[config.mk]
export PLATFORM = sky130hd
export DESIGN_NAME = seg_display_reader_flat
export DESIGN_NICKNAME = d
export VERILOG_FILES = /design/src/rtl/seg_display_reader_if.sv /design/src/rtl/seg_display_reader.sv /design/src/flat_wrapper.sv
export SDC_FILE = /design/constraint.sdc
export NUM_CORES = 1
export LEC_CHECK = 0
export ABC_CLOCK_PERIOD_IN_PS = 2600
export CELL_PAD_IN_SITES_DETAIL_PLACEMENT = 1
export CELL_PAD_IN_SITES_GLOBAL_PLACEMENT = 2
export CORE_ASPECT_RATIO = 0.7
export CORE_UTILIZATION = 38
export DETAILED_ROUTE_END_ITERATION = 16
export DONT_BUFFER_PORTS = 1
export PLACE_DENSITY_LB_ADDON = 0.1
export REMOVE_ABC_BUFFERS = 1
export SLEW_MARGIN = 25
export SYNTH_ARGS = -nofsm -noshare
export SYNTH_HDL_FRONTEND = slang
export SYNTH_SLANG_ARGS = --single-unit
[constraint.sdc]
create_clock -name clk -period 2.6 [get_ports clk]
set_input_delay 0.52 -clock clk [delete_from_list [all_inputs] [get_ports clk]]
set_output_delay 0.52 -clock clk [all_outputs]
set_load 0.1 [all_outputs]
[src/rtl/seg_display_reader_if.sv]
// Bus bundle between a multiplexed seven-segment display and its reader.
// The master drives the segment/anode lines; the slave returns the decoded digits.
interface seg_display_reader_if #(
    parameter int DIGITS = 4
);
    logic [0:6]          leds;
    logic [DIGITS-1:0]   an;
    logic [4*DIGITS-1:0] bcd_out;
    logic [DIGITS-1:0]   digit_valid;
    logic                frame_valid;
    logic                err;
    logic [2:0]          err_digit;

    modport master (
        output leds,
        output an,
        input  bcd_out,
        input  digit_valid,
        input  frame_valid,
        input  err,
        input  err_digit
    );

    modport slave (
        input  leds,
        input  an,
        output bcd_out,
        output digit_valid,
        output frame_valid,
        output err,
        output err_digit
    );
endinterface

[src/rtl/seg_display_reader.sv]
// Reads an active-low multiplexed seven-segment bus back into packed BCD digits.
// Define SEG_READER_HEX_EN to also accept the A..F hex glyphs as legal digits.
module seg_display_reader #(
    parameter int DIGITS        = 4,
    parameter int STABLE_CYCLES = 4
) (
    input  logic                 clk,
    input  logic                 reset_n,
    seg_display_reader_if.slave  bus
);

    localparam int              SW       = DIGITS + 7;
    localparam logic [3:0]      CNT_MAX  = 4'(STABLE_CYCLES);
    localparam logic [3:0]      CNT_FIRE = 4'(STABLE_CYCLES - 1);
    localparam logic [DIGITS-1:0] ALL_SEEN = {DIGITS{1'b1}};

    // Returns {legal, value}; pattern bit 6 is segment a, bit 0 is segment g.
    function automatic logic [4:0] seg_decode(input logic [6:0] pat);
        logic [4:0] res;
        case (pat)
            7'b0000001: res = {1'b1, 4'd0};
            7'b1001111: res = {1'b1, 4'd1};
            7'b0010010: res = {1'b1, 4'd2};
            7'b0000110: res = {1'b1, 4'd3};
            7'b1001100: res = {1'b1, 4'd4};
            7'b0100100: res = {1'b1, 4'd5};
            7'b0100000: res = {1'b1, 4'd6};
            7'b0001111: res = {1'b1, 4'd7};
            7'b0000000: res = {1'b1, 4'd8};
            7'b0001100: res = {1'b1, 4'd9};
`ifdef SEG_READER_HEX_EN
            7'b0001000: res = {1'b1, 4'd10};
            7'b1100000: res = {1'b1, 4'd11};
            7'b0110001: res = {1'b1, 4'd12};
            7'b1000010: res = {1'b1, 4'd13};
            7'b0110000: res = {1'b1, 4'd14};
            7'b0111000: res = {1'b1, 4'd15};
`else
`endif
            default:    res = {1'b0, 4'd0};
        endcase
        return res;
    endfunction

    logic [SW-1:0]       r_sync1;
    logic [SW-1:0]       r_s;
    logic [SW-1:0]       r_s_prev;
    logic [3:0]          r_cnt;
    logic [DIGITS-1:0]   r_seen;
    logic [4*DIGITS-1:0] r_bcd;
    logic [DIGITS-1:0]   r_dv;
    logic                r_frame;
    logic                r_err;
    logic [2:0]          r_err_digit;

    logic [DIGITS-1:0]   w_an;
    logic [6:0]          w_leds;
    logic                w_stable;
    logic [3:0]          w_cnt_next;
    logic                w_capture;
    logic [3:0]          w_low_cnt;
    logic [2:0]          w_idx;
    logic                w_qual;
    logic [4:0]          w_dec;
    logic                w_legal;
    logic [3:0]          w_val;
    logic [DIGITS-1:0]   w_sel;
    logic [DIGITS-1:0]   w_seen_upd;
    logic [4*DIGITS-1:0] w_bcd_next;
    logic [DIGITS-1:0]   w_dv_next;
    logic [DIGITS-1:0]   w_seen_next;
    logic                w_frame_next;
    logic                w_err_next;
    logic [2:0]          w_err_digit_next;

    assign w_an    = r_s[SW-1:7];
    assign w_leds  = r_s[6:0];
    assign w_dec   = seg_decode(w_leds);
    assign w_legal = w_dec[4];
    assign w_val   = w_dec[3:0];

    // Stability counter: restarts on any sample change, fires once on reaching the threshold.
    always_comb begin
        w_stable   = (r_s == r_s_prev);
        w_cnt_next = 4'd0;
        w_capture  = 1'b0;
        if (!w_stable) begin
            w_cnt_next = 4'd0;
        end else if (r_cnt >= CNT_MAX) begin
            w_cnt_next = CNT_MAX;
        end else begin
            w_cnt_next = r_cnt + 4'd1;
            w_capture  = (r_cnt == CNT_FIRE);
        end
    end

    // Digit selection: a capture only qualifies when exactly one anode is low.
    always_comb begin
        w_low_cnt = 4'd0;
        w_idx     = 3'd0;
        for (int k = 0; k < DIGITS; k++) begin
            w_low_cnt = w_low_cnt + {3'b000, ~w_an[k]};
            if (!w_an[k]) begin
                w_idx = 3'(k);
            end else begin
                w_idx = w_idx;
            end
        end
        w_qual = w_capture && (w_low_cnt == 4'd1);
        w_sel  = w_qual ? ~w_an : {DIGITS{1'b0}};
    end

    // Capture update: legal digits land in their slice, illegal ones invalidate and flag.
    always_comb begin
        w_bcd_next       = r_bcd;
        w_dv_next        = r_dv;
        w_seen_next      = r_seen;
        w_seen_upd       = r_seen | w_sel;
        w_frame_next     = 1'b0;
        w_err_next       = 1'b0;
        w_err_digit_next = r_err_digit;
        if (w_qual) begin
            if (w_legal) begin
                for (int k = 0; k < DIGITS; k++) begin
                    if (w_sel[k]) begin
                        w_bcd_next[4*k +: 4] = w_val;
                    end else begin
                        w_bcd_next[4*k +: 4] = r_bcd[4*k +: 4];
                    end
                end
                w_dv_next = r_dv | w_sel;
                if (w_seen_upd == ALL_SEEN) begin
                    w_frame_next = 1'b1;
                    w_seen_next  = {DIGITS{1'b0}};
                end else begin
                    w_seen_next  = w_seen_upd;
                end
            end else begin
                w_dv_next        = r_dv & ~w_sel;
                w_seen_next      = r_seen & ~w_sel;
                w_err_next       = 1'b1;
                w_err_digit_next = w_idx;
            end
        end else begin
            w_seen_next = r_seen;
        end
    end

    // Input synchronizer, previous-sample copy and stability counter.
    always_ff @(posedge clk or negedge reset_n) begin
        if (!reset_n) begin
            r_sync1  <= {SW{1'b0}};
            r_s      <= {SW{1'b0}};
            r_s_prev <= {SW{1'b0}};
            r_cnt    <= 4'd0;
        end else begin
            r_sync1  <= {bus.an, bus.leds};
            r_s      <= r_sync1;
            r_s_prev <= r_s;
            r_cnt    <= w_cnt_next;
        end
    end

    // Registered result state and one-cycle status pulses.
    always_ff @(posedge clk or negedge reset_n) begin
        if (!reset_n) begin
            r_bcd       <= {(4*DIGITS){1'b0}};
            r_dv        <= {DIGITS{1'b0}};
            r_seen      <= {DIGITS{1'b0}};
            r_frame     <= 1'b0;
            r_err       <= 1'b0;
            r_err_digit <= 3'd0;
        end else begin
            r_bcd       <= w_bcd_next;
            r_dv        <= w_dv_next;
            r_seen      <= w_seen_next;
            r_frame     <= w_frame_next;
            r_err       <= w_err_next;
            r_err_digit <= w_err_digit_next;
        end
    end

    assign bus.bcd_out     = r_bcd;
    assign bus.digit_valid = r_dv;
    assign bus.frame_valid = r_frame;
    assign bus.err         = r_err;
    assign bus.err_digit   = r_err_digit;

endmodule

[src/flat_wrapper.sv]
// flat-port wrapper written by rule: the top's interface ports become plain ports
module seg_display_reader_flat 
#(
    parameter int DIGITS        = 4,
    parameter int STABLE_CYCLES = 4
)
  (clk, reset_n, bus_leds, bus_an, bus_bcd_out, bus_digit_valid, bus_frame_valid, bus_err, bus_err_digit);
  seg_display_reader_if #(.DIGITS(DIGITS)) bus_i ();
  input  logic clk;
  input  logic reset_n;
  input wire logic [$bits(bus_i.leds)-1:0] bus_leds;
  input wire logic [$bits(bus_i.an)-1:0] bus_an;
  output wire logic [$bits(bus_i.bcd_out)-1:0] bus_bcd_out;
  output wire logic [$bits(bus_i.digit_valid)-1:0] bus_digit_valid;
  output wire logic [$bits(bus_i.frame_valid)-1:0] bus_frame_valid;
  output wire logic [$bits(bus_i.err)-1:0] bus_err;
  output wire logic [$bits(bus_i.err_digit)-1:0] bus_err_digit;
  assign bus_i.leds = bus_leds;
  assign bus_i.an = bus_an;
  assign bus_bcd_out = bus_i.bcd_out;
  assign bus_digit_valid = bus_i.digit_valid;
  assign bus_frame_valid = bus_i.frame_valid;
  assign bus_err = bus_i.err;
  assign bus_err_digit = bus_i.err_digit;
  seg_display_reader #(.DIGITS(DIGITS), .STABLE_CYCLES(STABLE_CYCLES)) u_core (.clk(clk), .reset_n(reset_n), .bus(bus_i));
endmodule
* Yosys cells after proc, flatten, opt, wreduce, memory -nomap -nowiden
Cells that the tools add are included.
** Operators by class
- Equal/unequal tests :: 13
- Muxes and demuxes :: 17
- Reductions and logical operators :: 7
- Order comparisons :: 1
- Bitwise operators :: 11
- Add/subtract/negate cells :: 4
** Operator list (number)
- $pmux W5 S10 :: 1
- $mux W4 :: 6
- $eq A7 B4 Y1 const B :: 2
- $eq A7 B6 Y1 const B :: 2
- $eq A7 B7 Y1 const B :: 2
- $reduce_and A3 Y1 :: 4
- $eq A11 B11 Y1 :: 1
- $add A4 B1 Y4 :: 2
- $and A4 B4 Y4 :: 2
- $mux W1 :: 8
- $not A4 Y4 :: 2
- $or A4 B4 Y4 :: 2
- $eq A7 B1 Y1 const B :: 1
- $eq A7 B3 Y1 const B :: 1
- $eq A7 B5 Y1 const B :: 1
- $logic_not A7 Y1 :: 1
- $not A1 Y1 :: 5
- $add A4 B1 Y4 const B :: 1
- $eq A4 B1 Y1 const B :: 1
- $eq A4 B2 Y1 const B :: 1
- $eq A4 B4 Y1 const B :: 1
- $ge A4 B3 Y1 const B :: 1
- $mux W2 :: 2
- $add A1 B1 Y2 :: 1
- 2 further kinds :: 2
** Storage, ports and cells
- Word-level logic and storage cells :: 66
- Input port bits :: 13
- Flip-flop bits (word level) :: 66
- Output and inout bits :: 25

* Longest topological paths before layout
- Word-level depth :: 12
- Depth in mapped cells :: 9
- Gate-level depth less buffers :: 9

* Least setup slack after synthesis
OpenSTA, ideal clock, no wires.
- Kind :: register to register
- From :: register u_core.r_s[8]
- To :: register u_core.r_err_digit[0], in the netlist u_core.bus.err_digit[0]
- Clock period less this slack :: 2.721 ns
- Path slack :: -0.121 ns
- Arrival :: 2.593 ns
- Path buffers :: 0
- Required time :: 2.472 ns
- Cell stages (with the launch flop) :: 10
- Library setup time :: 0.128 ns
- Path through :: dfrtp_1 > inv_1 > ha_1 > fa_1 > ha_1 > nand4bb_1 > nor2_1 > nand4_1 > nor3_1 > mux2_1
** Between the ends
- Longest elaborated chain between the ends :: 7
- Elaborated cells between the ends (all ways) :: 12
- Classes of those cells :: 3 x add/sub; 2 x eq/ne; 4 x mux; 1 x bitwise; 2 x reduce/logical
** Ends and longest elaborated chain
- from (decl) :: line seg_display_reader.sv:46 : logic [SW-1:0] r_s;
- from (signal assigned) :: line seg_display_reader.sv:153 : r_s <= {SW{1'b0}};
- from (signal assigned) :: line seg_display_reader.sv:158 : r_s <= r_sync1;
- $not A1 Y1 :: line seg_display_reader.sv:102 : w_low_cnt = w_low_cnt + {3'b000, ~w_an[k]};
- $add A1 B1 Y2 :: line seg_display_reader.sv:102
- $add A4 B1 Y4 (2 in a row) :: line seg_display_reader.sv:102
- $eq A4 B1 Y1 :: line seg_display_reader.sv:109 : w_qual = w_capture && (w_low_cnt == 4'd1);
- $logic_and A1 B1 Y1 :: line seg_display_reader.sv:109
- $reduce_and A2 Y1 (no line)
- to (signal assigned) :: line seg_display_reader.sv:179 : r_err_digit <= w_err_digit_next;
- to (decl) :: line seg_display_reader.sv:54 : logic [2:0] r_err_digit;
Parallel ways exist; a longest one is shown, timed or not.
A chain may end at the register's enable or synchronous reset.

* Worst setup path after layout
- From :: register u_core.r_s[7]
- To :: register u_core.r_err_digit[1], in the netlist u_core.bus.err_digit[1]
** Between the ends
- Longest elaborated chain between the ends :: 7
- Elaborated cells between the ends (all ways) :: 9
- Classes of those cells :: 3 x add/sub; 2 x eq/ne; 1 x mux; 1 x bitwise; 2 x reduce/logical
** Ends and longest elaborated chain (line)
- $not A1 Y1 :: seg_display_reader.sv:102
- $add A1 B1 Y2 :: seg_display_reader.sv:102
- $add A4 B1 Y4 (2 in a row) :: seg_display_reader.sv:102
- $eq A4 B1 Y1 :: seg_display_reader.sv:109
- $logic_and A1 B1 Y1 (*) :: seg_display_reader.sv:109
- $reduce_and A2 Y1 (no line) (*)
Mark *: on every way between the ends. The rest lies on a longest branch, timed or not.

==> results.md <==
- CP arrival: 2.86 ns
- Period utilisation layout: 101.3%
- Worst-path clk slew: 0.07 ns
- Syn avg cell area: 12.54 µm²
- Post-route cell area: 3238 µm²
- H-tree depth: 3
- Max Cap Violations: 0
- Setup TNS Final: -0.06737 ns
- Number of synthesized register bits: 65
- Post-synth cell types: 54
- Top cells by area, synth: dfrtp_1, xor2_1, mux2_1
- HPWL Detailed: 4272 µm
- PD cells: 609.4 nW/µm²
- DRT iter0 DRCs: 101
- Final wirelength: 6066 µm
- Cell mode on critical path: ha_4
- Outcome: complete, but fails checks
- Die Span Y: 71.82 µm
- Critical Path RT: 2.83 ns
- CTS tree: done
- DRC violations left: 0
- Async set-reset flop share out of synthesis: 100.0%
- Yosys warning count: 0
- Fin nets: 260
- Synthesis-to-layout area growth: 22.36%
- Starting density of the core: 39.17%
- Worst setup path startpoint: u_core.r_s[7]$_DFF_PN0_
- Post-Layout Cell Count: 342
- Tot GR Track Use: 19.43%
- Worst min path class: in -> async
- Area leader, netlist: dfrtp_1
- Row count: 25
- Worst path max stage delay: 0.39 ns
- EDFF count, synth: 0
- Mean number of vias per cell: 5.155
- DP Worst Slack: -0.2271 ns
- Placed instance count: 319
- Post-synth top cells: dfrtp_1, inv_1, xor2_1, nand2_1, o21ai_1
- Critical path's slowest cell: dfrtp_1
- CP Max Fanout: 5
- Setup violators final: 3
- Synth top area share: 61.47%
- Drt wl/cell: 17.74 µm
- Num CTS Buffers: 9
- IO Port Bufs: 0
- Max-slew violations: 0
- Placer Congestion: 0.8236
- Reg-to-Reg Start: u_core.r_s[7]$_DFF_PN0_
- Root Driver: clkbuf_8
- RSZ-0062 raised after global routing: true
- Min cycle time layout: 2.634 ns
- Crit-path leading delay family: adder cells
- Setup crit end kind: flop
- Total grt overflow: 0
- Failing checks: negative setup slack
- Core area: 6756 µm²
- Post-DRT Antenna Nets: 0
- DIE AREA: 7307 µm²
- Busiest grt layer: met1
- Min Hold Slack: 0.04661 ns
- Clock buffer depth: 2
- Power Total: 1.973 mW
- Max VDD drop: 0.2581 mV
- Worst path cell trace: inv_2, ha_4, fa_2, ha_4, nand4bb_4, nor2_1, nand4_1, buf_4, nor3_4, buf_6, mux2_4
- Met2 Track Usage GR: 26.58%
- Crit path buffers/inverters: 3
- Vias: 1,763
- First-pass GRT wire length: 10,180 µm
- Vias in the first global route: 1,897
- Final Hold Vio Count: 0
- Mapped Area: 2646 µm²
- Register area share after synthesis: 61.47%
- Count leader, synth: dfrtp_1
- Final core occ: 47.93%
- Type of origin of the critical path: flop
- Worst-Margin Slew: 0.9228 ns
- Met1 Usage GRT: 27.76%
- Fmax: 379.7 MHz
- Antenna violations before repair: 0
- Slew margin rel.: 38.48%
- Largest net degree at the start of global routing: 66
- Worst skew pair latency: 0.34 ns
- Final worst clock skew: 0.007864 ns
- Pleak: 1.405 nW
- Met3 usage: 7.805%
- Share of layout cells above drive strength 1: 26.21%
- # IOs: 38
- ANT cells: 0
- Worst Slack Setup Final: -0.03364 ns
- Drt pass-1 iters: 6
- Chip width: 101.7 µm
- Cells after synthesis: 211
- Main flop type after synthesis: dfrtp_1
- Area after DPL: 2888 µm²
- CTS sink count: 65
- CP Class: reg -> reg
## final timing paths
| check | depth (start not counted) | slack [ns] | to |
|---|---|---|---|
| worst max-delay path | 11 | -0.03 | u_core.bus.err_digit[1]$_DFFE_PN0P_ |
| worst min-delay path | 1 | 0.05 | u_core.r_s[7]$_DFF_PN0_ |
| worst max register to register | 11 | -0.03 | u_core.bus.err_digit[1]$_DFFE_PN0P_ |
| worst min register to register | 0 | 0.35 | u_core.r_s[2]$_DFF_PN0_ |
| max in group asynchronous | 1 | 2.28 | u_core.r_s_prev[8]$_DFF_PN0_ |
| min in group clk | 0 | 0.20 | u_core.r_sync1[4]$_DFF_PN0_ |
## registers in the layout, summed over array words and instances, names as in the netlist, named ones only
register,cells
u_core.r_sync1,11
u_core.r_s,11
u_core.bus.bcd_out,16
u_core.bus.err_digit,2
u_core.r_seen,4
u_core.r_s_prev,11
u_core.bus.err,1
u_core.r_cnt,4
u_core.bus.frame_valid,1
## kinds of logic after synthesis
group / Yosys count / share of synthesized area (%)
compound gates: 42 / 11.68
xor+xnor: 12 / 3.972
fa+ha+maj: 4 / 2.175
buf+inv: 21 / 3.404
flops: 65 / 61.47
mux: 9 / 3.641
other cells: 1 / 0.1417
simple gates: 57 / 13.52
## per-layer routing
metal | vias to the layer above | wire length (µm)
met1 | 897 | 2928
met5 | - | 0
met4 | 0 | 27
li1 | 822 | -
met2 | 42 | 2749
met3 | 2 | 361
## layout by cell type, fill, tap and decap left out, drive strengths merged, types with 4 or more instances in the layout
master	Yosys	routed
mux2i	4	4
xor2	12	12
dfrtp	65	65
a21o	4	4
buf	8	29
nor4	7	7
inv	12	12
mux2	5	5
o21ai	11	11
nand2	9	9
clkbuf	1	11
a21oi	7	7
nor3	8	8
nand4	6	6
o22ai	5	5
nand3	5	5
## where the power goes
group / switching (mW) / leakage [nW] / internal (mW) / total [mW]
sequential: 0.0256 / 0.830 / 1.04 / 1.06
combinational: 0.0830 / 0.484 / 0.0529 / 0.136
clock: 0.382 / 0.0911 / 0.392 / 0.774
## what timing repair did
| item | CTS | global route |
|---|---|---|
| resized for setup | 7 | 6 |
| hold buffers | 1 | 0 |
| pin swaps | 5 | 6 |
| endpoints found under the hold margin | 65 | 0 |
| endpoints found under the setup margin | 26 | 26 |
| buffers inserted | 3 | 3 |
## worst register-to-register path: cells and delay by family (launching register included)
kind	cells	cell delay, ns
multiplexers	1	0.29
buffers and inverters	3	0.41
adder cells (fa/ha/maj)	3	0.78
AND/OR/NAND/NOR	4	0.65
flip-flops	1	0.39
## final cells by class
type | instances | area [µm²]
inverter | 12 | 45.04
sequential | 65 | 1627
timing repair buffer | 29 | 241.5
multi-input combinational | 126 | 1026
fill | 729 | 3518
clock buffer | 11 | 151.4
clock inverter | 5 | 30.03
tap | 94 | 117.6
Power figures use the tool's default switching activity.
